`config.mk`:
```
export PLATFORM = sky130hd
export DESIGN_NAME = pipeline_stage_elastic
export DESIGN_NICKNAME = d
export VERILOG_FILES = /design/src/rtl/pipeline_stage_elastic.sv
export SDC_FILE = /design/constraint.sdc
export NUM_CORES = 1
export LEC_CHECK = 0
export ABC_AREA = 1
export BUFFER_PORTS_ARGS = -buffer_cell sky130_fd_sc_hd__buf_2
export CORE_MARGIN = 2
export CORE_UTILIZATION = 35
export DETAILED_ROUTE_END_ITERATION = 10
export PLACE_DENSITY_LB_ADDON = 0.25
export SYNTH_ARGS = -nofsm -noshare
export SYNTH_HDL_FRONTEND = slang
export SYNTH_SLANG_ARGS = --single-unit
export TNS_END_PERCENT = 30
```
`constraint.sdc`:
```
create_clock -name clk -period 3.8 [get_ports clk]
set_clock_uncertainty 0.1 [all_clocks]
set_input_delay 0.19 -clock clk [delete_from_list [all_inputs] [get_ports clk]]
set_output_delay 0.19 -clock clk [all_outputs]
set_load 0.005 [all_outputs]
```
`src/rtl/pipeline_stage_elastic.sv`:
```
// Elastic pipeline register with optional skid entry.
// Flush loads a NOP control word; counters track bubbles and kills.
module pipeline_stage_elastic #(
  parameter int                 DATA_W   = 32,
  parameter int                 CTRL_W   = 16,
  parameter logic [CTRL_W-1:0]  CTRL_NOP = '0,
  parameter int                 SKID     = 1,
  parameter int                 CNT_W    = 16
) (
  input  logic              clk,
  input  logic              rst,
  input  logic              flush,
  input  logic              in_valid,
  output logic              in_ready,
  input  logic [CTRL_W-1:0] in_ctrl,
  input  logic [DATA_W-1:0] in_data,
  output logic              out_valid,
  input  logic              out_ready,
  output logic [CTRL_W-1:0] out_ctrl,
  output logic [DATA_W-1:0] out_data,
  output logic [CNT_W-1:0]  bubble_cnt,
  output logic [CNT_W-1:0]  flush_cnt
);

  localparam logic [CNT_W-1:0] CNT_ONE =
    {{(CNT_W-1){1'b0}}, 1'b1};
  localparam logic [CNT_W-1:0] CNT_MAX = '1;

  logic              skid_valid;
  logic [CTRL_W-1:0] skid_ctrl;
  logic [DATA_W-1:0] skid_data;
  logic              accept;
  logic              consume;
  logic              main_free;

  // Handshake qualifiers for this cycle.
  always_comb begin
    accept    = in_valid & in_ready;
    consume   = out_valid & out_ready;
    main_free = !out_valid | out_ready;
  end

  // With a skid, in_ready is a pure register output.
  if (SKID != 0) begin : g_skid_rdy
    assign in_ready = !skid_valid;
  end else begin : g_flat_rdy
    assign in_ready = !out_valid | out_ready;
  end

  // Main and skid entries; skid always drains into main first.
  always_ff @(posedge clk or posedge rst) begin
    if (rst) begin
      out_valid  <= 1'b0;
      out_ctrl   <= CTRL_NOP;
      out_data   <= '0;
      skid_valid <= 1'b0;
      skid_ctrl  <= CTRL_NOP;
      skid_data  <= '0;
    end else if (flush) begin
      out_valid  <= 1'b0;
      out_ctrl   <= CTRL_NOP;
      out_data   <= '0;
      skid_valid <= 1'b0;
      skid_ctrl  <= CTRL_NOP;
      skid_data  <= '0;
    end else if (main_free) begin
      if (skid_valid) begin
        out_valid  <= 1'b1;
        out_ctrl   <= skid_ctrl;
        out_data   <= skid_data;
        skid_valid <= 1'b0;
      end else if (accept) begin
        out_valid <= 1'b1;
        out_ctrl  <= in_ctrl;
        out_data  <= in_data;
      end else begin
        out_valid <= 1'b0;
        out_ctrl  <= CTRL_NOP;
      end
    end else if (accept && (SKID != 0)) begin
      skid_valid <= 1'b1;
      skid_ctrl  <= in_ctrl;
      skid_data  <= in_data;
    end
  end

  // Saturating bubble and flush-kill counters.
  always_ff @(posedge clk or posedge rst) begin
    if (rst) begin
      bubble_cnt <= '0;
      flush_cnt  <= '0;
    end else begin
      if (out_ready && !out_valid &&
          bubble_cnt != CNT_MAX)
        bubble_cnt <= bubble_cnt + CNT_ONE;
      if (flush && (out_valid || skid_valid) &&
          flush_cnt != CNT_MAX)
        flush_cnt <= flush_cnt + CNT_ONE;
    end
  end

  logic unused_consume;
  assign unused_consume = consume;

endmodule

```
== Yosys cells after proc, flatten, opt, wreduce, memory -nomap -nowiden ==
Index checks and enable logic that the tools add are counted.
Cells by class
  reduce and logical (&&, ||, !) cells: 13
  bitwise operators: 2
  eq/ne operators: 3
  add/subtract/negate cells: 2
  mux-type cells: 20
Operators by type and width (count)
  $mux 32: 6
  $mux 16: 7
  $add 16x1->16 const B: 2
  $ne 16x16->1 const B: 2
  $mux 1: 7
  $reduce_bool 3->1: 2
  $logic_and 1x1->1: 4
  $reduce_and 2->1: 2
  $reduce_bool 2->1: 2
  $logic_not 1->1: 2
  $ne 2x2->1 const B: 1
  $and 1x1->1: 1
  $logic_or 1x1->1: 1
  $or 1x1->1: 1
Storage, ports and cells
  input bits: 53
  logic and storage cells: 48
  flip-flop bits (word level): 130

== Longest topological paths before layout ==
  depth in word-level cells: 6
  mapped depth: 10

== Least setup slack after synthesis ==
OpenSTA, ideal clock, no wires.
  path kind: register to register
  from: register bubble_cnt[0]
  to: register bubble_cnt[2]
  period minus slack after synthesis: 1560 ps
  cell stages (with the launch flop): 10
  library setup time: 117 ps
  arrival time: 1343 ps
  setup slack: 2240 ps
  cells stage by stage: dfrtp_1 > ha_1 > nand2_1 > nor2_4 > nand2_2 > nor2_8 > nor2_2 > inv_1 > nand2_1 > nand2_1
Between the ends
  word-level cells in the longest chain between the ends: 2
  elaborated cells between the ends (all ways): 3
  classes of those cells: 1 x add/sub; 1 x eq/ne; 1 x reduce/logical
Ends and longest elaborated chain
  start: declaration: line 21  | output logic [CNT_W-1:0] bubble_cnt,
  start signal: assignment: line 95  | bubble_cnt <= bubble_cnt + CNT_ONE;
  branches (longest 2 deep; another with $add 16x1->16)
Parallel ways; which one is timed is not known.
A chain may end at the register's enable or synchronous reset.

== Worst setup path in the final report ==
  from: register skid_valid
  to: register skid_ctrl[14]
Between the ends
  word-level cells in the longest chain between the ends: 4
Ends and longest elaborated chain
  start: declaration: line 29  | logic skid_valid;
  start signal: assignment: line 56  | skid_valid <= 1'b0;
  start signal: assignment: line 63  | skid_valid <= 1'b0;
  start signal: assignment: line 71  | skid_valid <= 1'b0;
  $logic_not 1->1: line 45  | assign in_ready = !skid_valid;
  $and 1x1->1: line 38  | accept = in_valid & in_ready;
  $reduce_bool 2->1 (no source line)
  $reduce_and 2->1 (no source line)
  end signal: assignment: line 82  | skid_ctrl <= in_ctrl;
  end: declaration: line 30  | logic [CTRL_W-1:0] skid_ctrl;
No other way between the ends.

==> impl_metrics.csv <==
group,metric,value,unit
run_status,outcome,"finished, final reports clean",
die,dieArea,0.01920,mm^2
pwr,powerDensity,465.0,mW/mm^2
die,die_y,138.6,um
yosys,ys_seq_area_frac,0.5133,
place,io_buffers,134,
die,io_pins,135,
cts,h-tree-depth,4,
yosys,yosysWarnings,0,
yosys,post_synth.cell_area_avg,8.167,um^2
worst_setup_path,crit_fanout,33,
die,fp.dieW,138.6,um
global_routing,grt_use_total,0.1718,
sta,setup_tns,0,ns
run,max_cap_viol_count,0,
cts,path_clk_slew,0.06,ns
sta,relSlewSlack,0.4590,
detailed_routing,dr.pass1.iters,5,
detailed_routing,vias,5664,
die,rows,49,
worst_setup_path,path_delay_family,"simple AND/OR/NAND/NOR gates",
sta,final-hold-violation-count,0,
global_routing,grt_pass1_vias,5421,
sta,period_needed,2.549,ns
place,place_congestion,0.7727,
worst_setup_path,r2r_slack,1.25,ns
detailed_routing,vias_per_cell,4.756,
cts,clock_sinks,130,
place,place_inst,1108,
global_routing,grt_max_degree,87,
yosys,synth_cells,776,
detailed_routing,wirelength,15.81,mm
worst_setup_path,reg2reg_to,"skid_ctrl[14]",
cts,cts_made_buffers,17,
global_routing,grt.overflow.total,0,
worst_hold_path,hp-class,"input pin to flip-flop",
layout,area_growth,31.04,%
sta,max_freq,392.3,MHz
layout,nets,1003,
worst_setup_path,path_buf_inv,1,
die,core_area,0.01784,mm^2
global_routing,grt_first_pass_wirelength,26.83,mm
layout,final_cell_mix,"nand2_1 (157), buf_2 (134), dfrtp_1 (129)",
layout,nFillCells,1719,
worst_setup_path,max_stage_delay,0.69,ns
worst_setup_path,critPathCaptureType,"flip-flop",
pwr,peakVddDrop,0.3168,mV
cts,clk_latency,0.42,ns
worst_setup_path,timing_worst_setup_path_type,"flip-flop to flip-flop",
worst_setup_path,critical_path_required,4.03,ns
detailed_routing,drtIter0Drc,331,
sta,rsz0062_at_grt,"false",
worst_setup_path,critical_path.cell_chain,"inv_2 -> nand2_4 -> nor2_4 -> nand2_2 -> o22ai_1",
layout,final_common_cell,"nand2_1",
layout,drive_gt1_frac,0.2154,
detailed_routing,ant_nets,0,
sta,min_period_over_period,0.6708,
detailed_routing,routedWlPerCell,13.27,um
worst_setup_path,r2r-start,"skid_valid",
sta,finalSetupViolCount,0,
sta,tightest_slew,0.8095,ns
worst_setup_path,worstPathArrival,2.78,ns
worst_setup_path,endpoint,"skid_ctrl[14]",
cts,cts_tree,"done",
layout,final_cells,1191,
worst_setup_path,ff2ff_path_depth,5,
worst_setup_path,startpoint_type,"flip-flop",
worst_setup_path,cp_slowest_cell,"nor2_4",
cts,cts_resized,0,
yosys,synth_nets,831,
yosys,synth-seq-cells,130,
yosys,synth_cell_types,29,
pwr,total_power,3.861,mW
pwr,power_leakage,3.972,nW
place,dpl.hpwl,10.07,mm
worst_setup_path,cp.depth,5,
global_routing,grt_antenna_before_repair,1,
sta,final_max_slew_viol_count,0,
detailed_routing,drc,0,
cts,cts_buffer_depth,2,
worst_setup_path,setup.worst_path.start,"skid_valid",
yosys,netlist_area,0.006337,mm^2
cts,postCtsSetupRepairBufs,0,
die,initial_core_util,0.3552,
cts,hold_buffers,50,
cts,cts.root.buffer_cell,"clkbuf_16",
cells by family after synthesis:
| logic type | synth area share |
|---|---|
| fa+ha+maj | 0.003948 |
| flops | 0.5133 |
| buf+inv | 0.1027 |
| xor+xnor | 0.009674 |
| simple gates | 0.2284 |
| compound gates | 0.1420 |
layer usage:
layer / global-route usage / vias to the layer above / wire (um)
met1: 0.2293 / 2674 / 7501
met5: 0 / - / 0
met3: 0.04489 / 18 / 704
met4: 0.05424 / 0 / 187
li1: - / 2863 / -
met2: 0.2751 / 109 / 7413
synthesized netlist by cell type (all sizes together):
library cell	n	area share
nand2	162	0.10
nor2	45	0.034
ha	2	0.0039
buf	28	0.026
or2	2	0.0024
clkbuf	9	0.0053
xor2	1	0.0014
nand3	99	0.078
o21ai	125	0.10
dfrtp	130	0.51
xnor2	6	0.0083
nand4	7	0.0069
inv	121	0.072
nand3b	5	0.0059
o22ai	32	0.041
nor3	2	0.0016
report_power, final:
group | internal (mW) | switching [mW] | leakage, nW
combinational | 0.213 | 0.272 | 1.90
sequential | 1.48 | 0.0995 | 1.76
clock | 1.15 | 0.638 | 0.306
registers in the layout (all words and copies together), names as in the netlist:
register and cells:
out_data 32, out_ctrl 16, out_valid 1, bubble_cnt 16, flush_cnt 16, skid_valid 1
skid_ctrl 16, skid_data 32
worst min path at each step:
stage              start            end  slack (ns)  cells past startpoint
2_1_floorplan   in_valid     skid_valid        0.23                      2
3_3_place_gp         rst  flush_cnt[14]        0.31                      2
3_5_place_dp         rst  flush_cnt[10]        0.31                      2
4_1_cts        out_ready  bubble_cnt[0]        0.13                      5
5_1_grt        out_ready  bubble_cnt[0]        0.16                      5
6_report       out_ready  bubble_cnt[0]        0.13                      5
per-stage QoR:
step / worst slack [ns] / util / hold slack, ns / instance area [um^2]
after floorplan: 0.04066 / - / 0.2285 / 6337
after global placement: 1.311 / 0.4012 / 0.3138 / 7157
after detailed placement: 1.251 / 0.4012 / 0.3143 / 7157
after CTS: 1.235 / 0.4653 / 0.1267 / 8302
after global routing: 1.035 / 0.4653 / 0.1573 / 8302
final: 1.251 / 0.4655 / 0.1297 / 8304
tightest hold or removal path: stages:
cell     delay (ns)
buf_2          0.10
nand2_1        0.12
nor2_2         0.09
nand2_1        0.06
nand2_1        0.04
area by class of cell:
class / count / area [um^2] / area share
Sequential cell: 130 / 3254 / 0.3919
Clock buffer: 21 / 470.5 / 0.05665
Tap cell: 229 / 286.5 / 0.03450
Multi-Input combinational cell: 488 / 2441 / 0.2940
Inverter: 121 / 459.2 / 0.05530
Clock inverter: 11 / 173.9 / 0.02094
Timing Repair Buffer: 190 / 1216 / 0.1465
Antenna cell: 1 / 2.502 / 0.0003013
No activity file was read; power rests on OpenSTA's default activity.
